[src/rtl/stopwatch_ctrl.sv]
// Run/lap/pause controller: divides clk into count ticks, gates them to the counter chain, drives clear/hold.
// Optional auto-stop at chain maximum is enabled by defining STOPWATCH_AUTO_STOP_EN.
module stopwatch_ctrl #(
  parameter int unsigned TICK_DIV  = 100000,
  parameter int unsigned DIV_WIDTH = 17
) (
  input  logic       clk,
  input  logic       rst,
  input  logic       start_stop,
  input  logic       lap,
  input  logic       clear,
  input  logic       wrap,
  output logic       count_en,
  output logic       count_clr,
  output logic       hold,
  output logic       running,
  output logic [1:0] state
);

  localparam logic [1:0] S_IDLE  = 2'b00;
  localparam logic [1:0] S_RUN   = 2'b01;
  localparam logic [1:0] S_LAP   = 2'b10;
  localparam logic [1:0] S_PAUSE = 2'b11;

  localparam logic [DIV_WIDTH-1:0] TERM = DIV_WIDTH'(TICK_DIV - 1);

  logic [1:0]           state_next;
  logic [DIV_WIDTH-1:0] presc;
  logic [DIV_WIDTH-1:0] presc_next;
  logic                 count_en_next;
  logic                 count_clr_next;
  logic                 active;
  logic                 terminal;
  logic                 auto_stop;
  logic                 resume_ok;

  assign active   = (state == S_RUN) || (state == S_LAP);
  assign terminal = active && (presc == TERM);

`ifdef STOPWATCH_AUTO_STOP_EN
  // At maximum the tick that would roll the chain over is swallowed and the watch parks in PAUSE.
  assign auto_stop = terminal && wrap;
  assign resume_ok = !wrap;
`else
  logic unused_wrap;
  assign unused_wrap = wrap;
  assign auto_stop   = 1'b0;
  assign resume_ok   = 1'b1;
`endif

  // Next-state, prescaler and registered-output decode.
  always_comb begin
    state_next     = state;
    presc_next     = presc;
    count_en_next  = 1'b0;
    count_clr_next = 1'b0;

    case (state)
      S_IDLE: begin
        if (clear) begin
          count_clr_next = 1'b1;
        end else if (start_stop) begin
          state_next = S_RUN;
        end
      end
      S_RUN: begin
        if (start_stop) begin
          state_next = S_PAUSE;
        end else if (lap) begin
          state_next = S_LAP;
        end
      end
      S_LAP: begin
        if (start_stop) begin
          state_next = S_PAUSE;
        end else if (lap) begin
          state_next = S_RUN;
        end
      end
      default: begin
        if (clear) begin
          state_next     = S_IDLE;
          count_clr_next = 1'b1;
        end else if (start_stop && resume_ok) begin
          state_next = S_RUN;
        end
      end
    endcase

    if (auto_stop) begin
      state_next = S_PAUSE;
    end

    count_en_next = terminal && !auto_stop;

    // Prescaler runs in RUN/LAP, holds in PAUSE so the partial tick survives a pause.
    if (active) begin
      presc_next = terminal ? '0 : presc + DIV_WIDTH'(1);
    end
    if (state_next == S_IDLE) begin
      presc_next = '0;
    end
  end

  always_ff @(posedge clk or negedge rst) begin
    if (!rst) begin
      state     <= S_IDLE;
      presc     <= '0;
      count_en  <= 1'b0;
      count_clr <= 1'b0;
      hold      <= 1'b0;
      running   <= 1'b0;
    end else begin
      state     <= state_next;
      presc     <= presc_next;
      count_en  <= count_en_next;
      count_clr <= count_clr_next;
      hold      <= (state_next == S_LAP);
      running   <= (state_next == S_RUN) || (state_next == S_LAP);
    end
  end

endmodule

[config.mk]
export PLATFORM = sky130hd
export DESIGN_NAME = stopwatch_ctrl
export DESIGN_NICKNAME = d
export VERILOG_FILES = /design/src/rtl/stopwatch_ctrl.sv
export SDC_FILE = /design/constraint.sdc
export NUM_CORES = 1
export LEC_CHECK = 0
export ABC_CLOCK_PERIOD_IN_PS = 4300
export BUFFER_PORTS_ARGS = -buffer_cell sky130_fd_sc_hd__buf_2
export CORE_MARGIN = 2
export CORE_UTILIZATION = 62
export CTS_CLUSTER_SIZE = 30
export DETAILED_ROUTE_END_ITERATION = 8
export GPL_ROUTABILITY_DRIVEN = 1
export PLACE_DENSITY = 0.9
export SLEW_MARGIN = 40
export SYNTH_ARGS = -nofsm -noshare
export SYNTH_HDL_FRONTEND = slang
export SYNTH_SLANG_ARGS = --single-unit
[constraint.sdc]
create_clock -name clk -period 4.3 [get_ports clk]
set_input_delay 0.43 -clock clk [delete_from_list [all_inputs] [get_ports clk]]
set_output_delay 0.43 -clock clk [all_outputs]
set_load 0.01 [all_outputs]
# --- After elaboration in Yosys (flattened, before gate mapping) ---
# Cells that the tools add are included.
word_totals:
  memories: 0
  latchBits: 0
  out_inout_bits: 6
  inputBits: 6
  mem_bits_rw: 0
  wordCells: 32
  regBits: 23
  rom_bits: 0
classes:
  n_mul: 0
  div: 0
  bitwise_logic: 0
  addsub: 1
  eq_ne: 5
  n_lt_le_gt_ge: 0
  mux: 13
  reduce_logical: 7
  shift: 0
op_table:
  columns: ["op", "count"]
  rows:
  - ["$mux 17", 3]
  - ["$add 17x1->17 const B", 1]
  - ["$eq 17x17->1 const B", 1]
  - ["$mux 2", 7]
  - ["$pmux 2 s3", 1]
  - ["$eq 2x1->1 const B", 2]
  - ["$eq 2x2->1 const B", 2]
  - ["$logic_not 2->1", 2]
  - ["$logic_or 1x1->1", 2]
  - ["$mux 1", 2]
  - ["$reduce_bool 2->1", 1]
  - ["$reduce_or 2->1", 1]
  - ["$logic_and 1x1->1", 1]

# --- Longest topological paths before layout ---
logic_depth:
  word_depth: 6
  mapped_depth: 12
  mapped_depth_nobuf: 11

# --- Least setup slack after synthesis ---
# OpenSTA, ideal clock, no wires.
synth_path:
  path_type: "reg2reg"
  start: "reg state[0]"
  end: "reg presc[16]"
  synth_period_minus_slack_ns: 2.752
  n_path_buf: 1
  setup_slack_ns: 1.548
  arrival_time_ns: 2.651
  required_ns: 4.199
  setup_ns: 0.101
  path_stages_with_launch: 13
  path_cell_list: "dfrtp_1 > inv_1 > ha_1 > mux2_2 > o22ai_1 > a21oi_1 > nor2_1 > ha_1 > clkbuf_1 > nor2_1 > nor4_2 > mux2i_1 > nor4_1"
synth_via:
  elab_chain_len: 6
  word_cells_on_any_way: 18
  cone_classes: "eq/ne: 2; mux: 11; reduce/logical: 5"
synth_rtl:
  columns: ["element", "line", "source"]
  rows:
  - ["start, declared", "17", "output logic [1:0] state"]
  - ["start signal, assigned", "114", "state <= state_next;"]
  - ["$eq 2x1->1 / $eq 2x2->1 (equally long branches)", "37, 58", null]
  - ["$logic_or 1x1->1", "37", "assign active = (state == S_RUN) || (state == S_LAP);"]
  - ["$logic_and 1x1->1", "38", "assign terminal = active && (presc == TERM);"]
  - ["$mux 17", "98", "presc_next = terminal ? '0 : presc + DIV_WIDTH'(1);"]
  - ["$mux 17", "97", "if (active) begin"]
  - ["$mux 17", "100", "if (state_next == S_IDLE) begin"]
  - ["end signal, assigned", "115", "presc <= presc_next;"]
  - ["end, declared", "28", "logic [DIV_WIDTH-1:0] presc;"]
# Parallel ways exist; a longest one is shown, timed or not. The select of a mux whose other input is x is not followed.
# A chain may end at the register's enable or synchronous reset.

# --- Worst setup path after layout ---
# Same ends and word-level chain as after synthesis.

==> impl_metrics.py <==
metrics = {
    "critical_path": {
        "required_ns": 4.51,
        "r2r-start": "state[0]",
        "reg2reg_slack_ns": 1.13,
        "worst-endpoint-arrival_ns": 3.38,
        "rr_worst_depth": 11,
        "end_kind": "flop",
        "path_class": "flop to flop",
        "cp_max_fo": 9,
        "reg2reg_to": "presc[16]",
        "startpoint_type": "flop",
    },
    "power_and_ir_drop": {
        "p_sw_uw": 317,
        "p_seq_share_pct": 38.9,
        "pwr-share-clk_pct": 13.2,
        "switching_share_pct": 43.5,
        "pwr-share-comb_pct": 47.9,
        "p_leak_uw": 0.000555,
        "p_per_area_nw_per_um2": 532,
        "vdd_drop_max_mv": 0.433,
        "p_int_uw": 412,
    },
    "clock_tree": {
        "clk_pin_slew_worst_paths_ns": 0.11,
        "h-tree-depth": 1,
        "cts_setup_buffers": 0,
        "cts_buffers": 3,
        "cts.sinks": 23,
        "clock_tree.buffer_depth": 2,
        "cts_root_buf": "clkbuf_4",
        "cts-resized-gates": 0,
        "holdBufCountCts": 0,
        "cts_tree": "done",
        "clk_latency_ns": 0.30,
    },
    "floorplan": {
        "start_util_pct": 65.4,
        "core_area_um2": 1960,
        "fp.dieW_um": 49.5,
        "die-area_um2": 2450,
        "fp-row-count": 16,
        "die_y_um": 49.5,
        "pin_count": 12,
    },
    "synthesis": {
        "yosysTopAreaCell": "dfrtp_1",
        "synth_seq_cells": 23,
        "netlist.area_leader.share_pct": 44.9,
        "ys_seq_area_share_pct": 44.9,
        "synth_compound_area_share_pct": 11.7,
        "synthSimpleGateAreaFrac_pct": 22.8,
        "synth.most_common_cell": "dfrtp_1",
        "ys_warn_count": 0,
        "synth_fa_ha_area_share_pct": 6.83,
        "synth_cells": 130,
        "synth_top_family_by_area": "simple AND/OR/NAND/NOR gates",
        "syn_area_um2": 1280,
        "syn-mean-instance-area_um2": 9.87,
        "synth-edff-count": 0,
        "synthMuxAreaShare_pct": 2.54,
        "ys.flop_type": "dfrtp_1",
        "synthArstFlopShare_pct": 100,
        "synthTopCellsByArea": "dfrtp_1, ha_1, xnor2_1, nor2_1, nand3_1",
        "synthDistinctLibCells": 38,
        "synthTopCellsByCount": "dfrtp_1, nor2_1, xnor2_1",
        "synth-xor-area-share_pct": 8.20,
        "synth_fp_nets": 143,
    },
    "timing": {
        "worst_slack_ns": 1.13,
        "finalCritPeriodShare_pct": 73.8,
        "maxSlewHeadroom_pct": 62.2,
        "worst_pin_slew_ns": 0.562,
        "tns_ns": 0,
        "report.final.slew_viol_count": 0,
        "setup_viol": 0,
        "max_freq_mhz": 315,
        "whs_ns": 0.0671,
        "rsz0062_at_grt": "no",
        "finClkSkew_ns": 0.00277,
        "hold_violations": 0,
        "period_minus_slack_ns": 3.17,
    },
    "cells_and_area": {
        "fill_cells": 145,
        "diodes": 0,
        "syn2layout_area_growth_pct": 6.73,
        "multi_input_area_um2": 668,
        "register_area_um2": 576,
        "postLayoutCoreUtil_pct": 69.8,
        "final_nets": 154,
        "drive_above_1_share_pct": 14.3,
    },
    "drt": {
        "drcViolationCount": 0,
        "drtAntennaViolNets": 0,
        "drt-total-wl_um": 2610,
        "first_iter_violations": 55,
        "wl_per_cell_um": 15.7,
        "firstDrtPassIters": 4,
        "vias": 1078,
        "via_per_inst": 6.46,
    },
    "global_routing": {
        "busiest_layer": "met2",
        "antenna_found_initial": 0,
        "met3_usage_pct": 3.94,
        "grt_pass1_vias": 1046,
        "grt_max_degree": 24,
        "grt_usage_pct": 23.9,
        "use_met2_pct": 39.0,
        "use_met1_pct": 31.0,
        "grt_pass1_wl_um": 4550,
        "globalRoute.totalOverflow": 0,
    },
    "placed_design": {
        "gp_congestion": 0.896,
        "place_ws_ns": 1.23,
        "hpwlAfterDp_um": 1790,
        "numPortBuffers": 10,
    },
    "status": {
        "status": "finished clean",
    },
    "run": {
        "drv_cap": 0,
    },
    "worst_hold_path": {
        "hold_class": "input port to asynchronous set/reset pin",
    },
}
## how the worst max path moves through the flow
stage | startpoint | end | slack, ns | cells after the start
2_1_floorplan | state[0] | presc[16] | 1.55 | 12
3_3_place_gp | state[0] | presc[16] | 1.40 | 11
3_5_place_dp | state[0] | presc[16] | 1.23 | 11
4_1_cts | state[0] | presc[16] | 1.20 | 11
5_1_grt | state[0] | presc[16] | 0.78 | 11
6_report | state[0] | presc[16] | 1.13 | 11
## kinds of logic after synthesis
kind of cell               count (synthesis)
and+or+nand+nor                           56
DFF                                       23
AOI/OAI and AO/OA                         21
xor gates and xnor gates                  12
buffers and inverters                      8
adders and majority gates                  7
muxes                                      3
## flip-flops by register name (all words and copies together) (netlist names)
name	flops
hold	1
count_clr	1
running	1
presc	17
count_en	1
state	2
## metal layers
layer  wire length (um)  vias to the layer above
met2               1260                       59
met5                  0                        -
li1                   -                      494
met4                116                        0
met3                171                       19
met1               1070                      506
## power groups by stage
stage	clock [uW]	sequential (uW)	combinational (uW)
5_1_grt	108	286	388
6_report	96.5	283	349
3_3_place_gp	0	281	327
3_5_place_dp	0	285	340
4_1_cts	96.8	281	345
2_1_floorplan	0	291	259
## cell type report
cell class | count | area share, %
inverters | 4 | 1.10
repair buffers | 10 | 3.66
clock buffers | 4 | 1.92
flip-flops and latches | 23 | 42.0
multi-input cells | 99 | 48.8
well taps | 27 | 2.47
## metrics by stage
step / std cells / total power (uW) / instance area, um2
5_1_grt: 167 / 783 / 1370
3_3_place_gp: 163 / 608 / 1340
3_5_place_dp: 163 / 625 / 1340
4_1_cts: 167 / 723 / 1370
2_1_floorplan: 130 / 550 / 1280
6_report: 167 / 729 / 1370
## cell usage in the layout (no fill, tap or decap), drive strengths merged, types with 3 or more instances in the layout
cell	n
buf	10
nand3	7
xnor2	9
inv	4
clkbuf	4
nand4	4
o21ai	5
ha	7
nand2	7
nor2	18
nor3	4
nor4	6
a21oi	5
dfrtp	23
xor2	3
## critical path, cell delays in order (launching register included)
cell     delay [ns]
dfrtp_1        0.49
inv_1          0.11
ha_1           0.24
mux2_2         0.27
o22ai_1        0.13
a21oi_1        0.10
nor2_1         0.20
ha_1           0.37
nor2_1         0.20
nor4_2         0.56
mux2i_1        0.15
nor4_1         0.25
No activity file was read; power rests on OpenSTA's default activity.
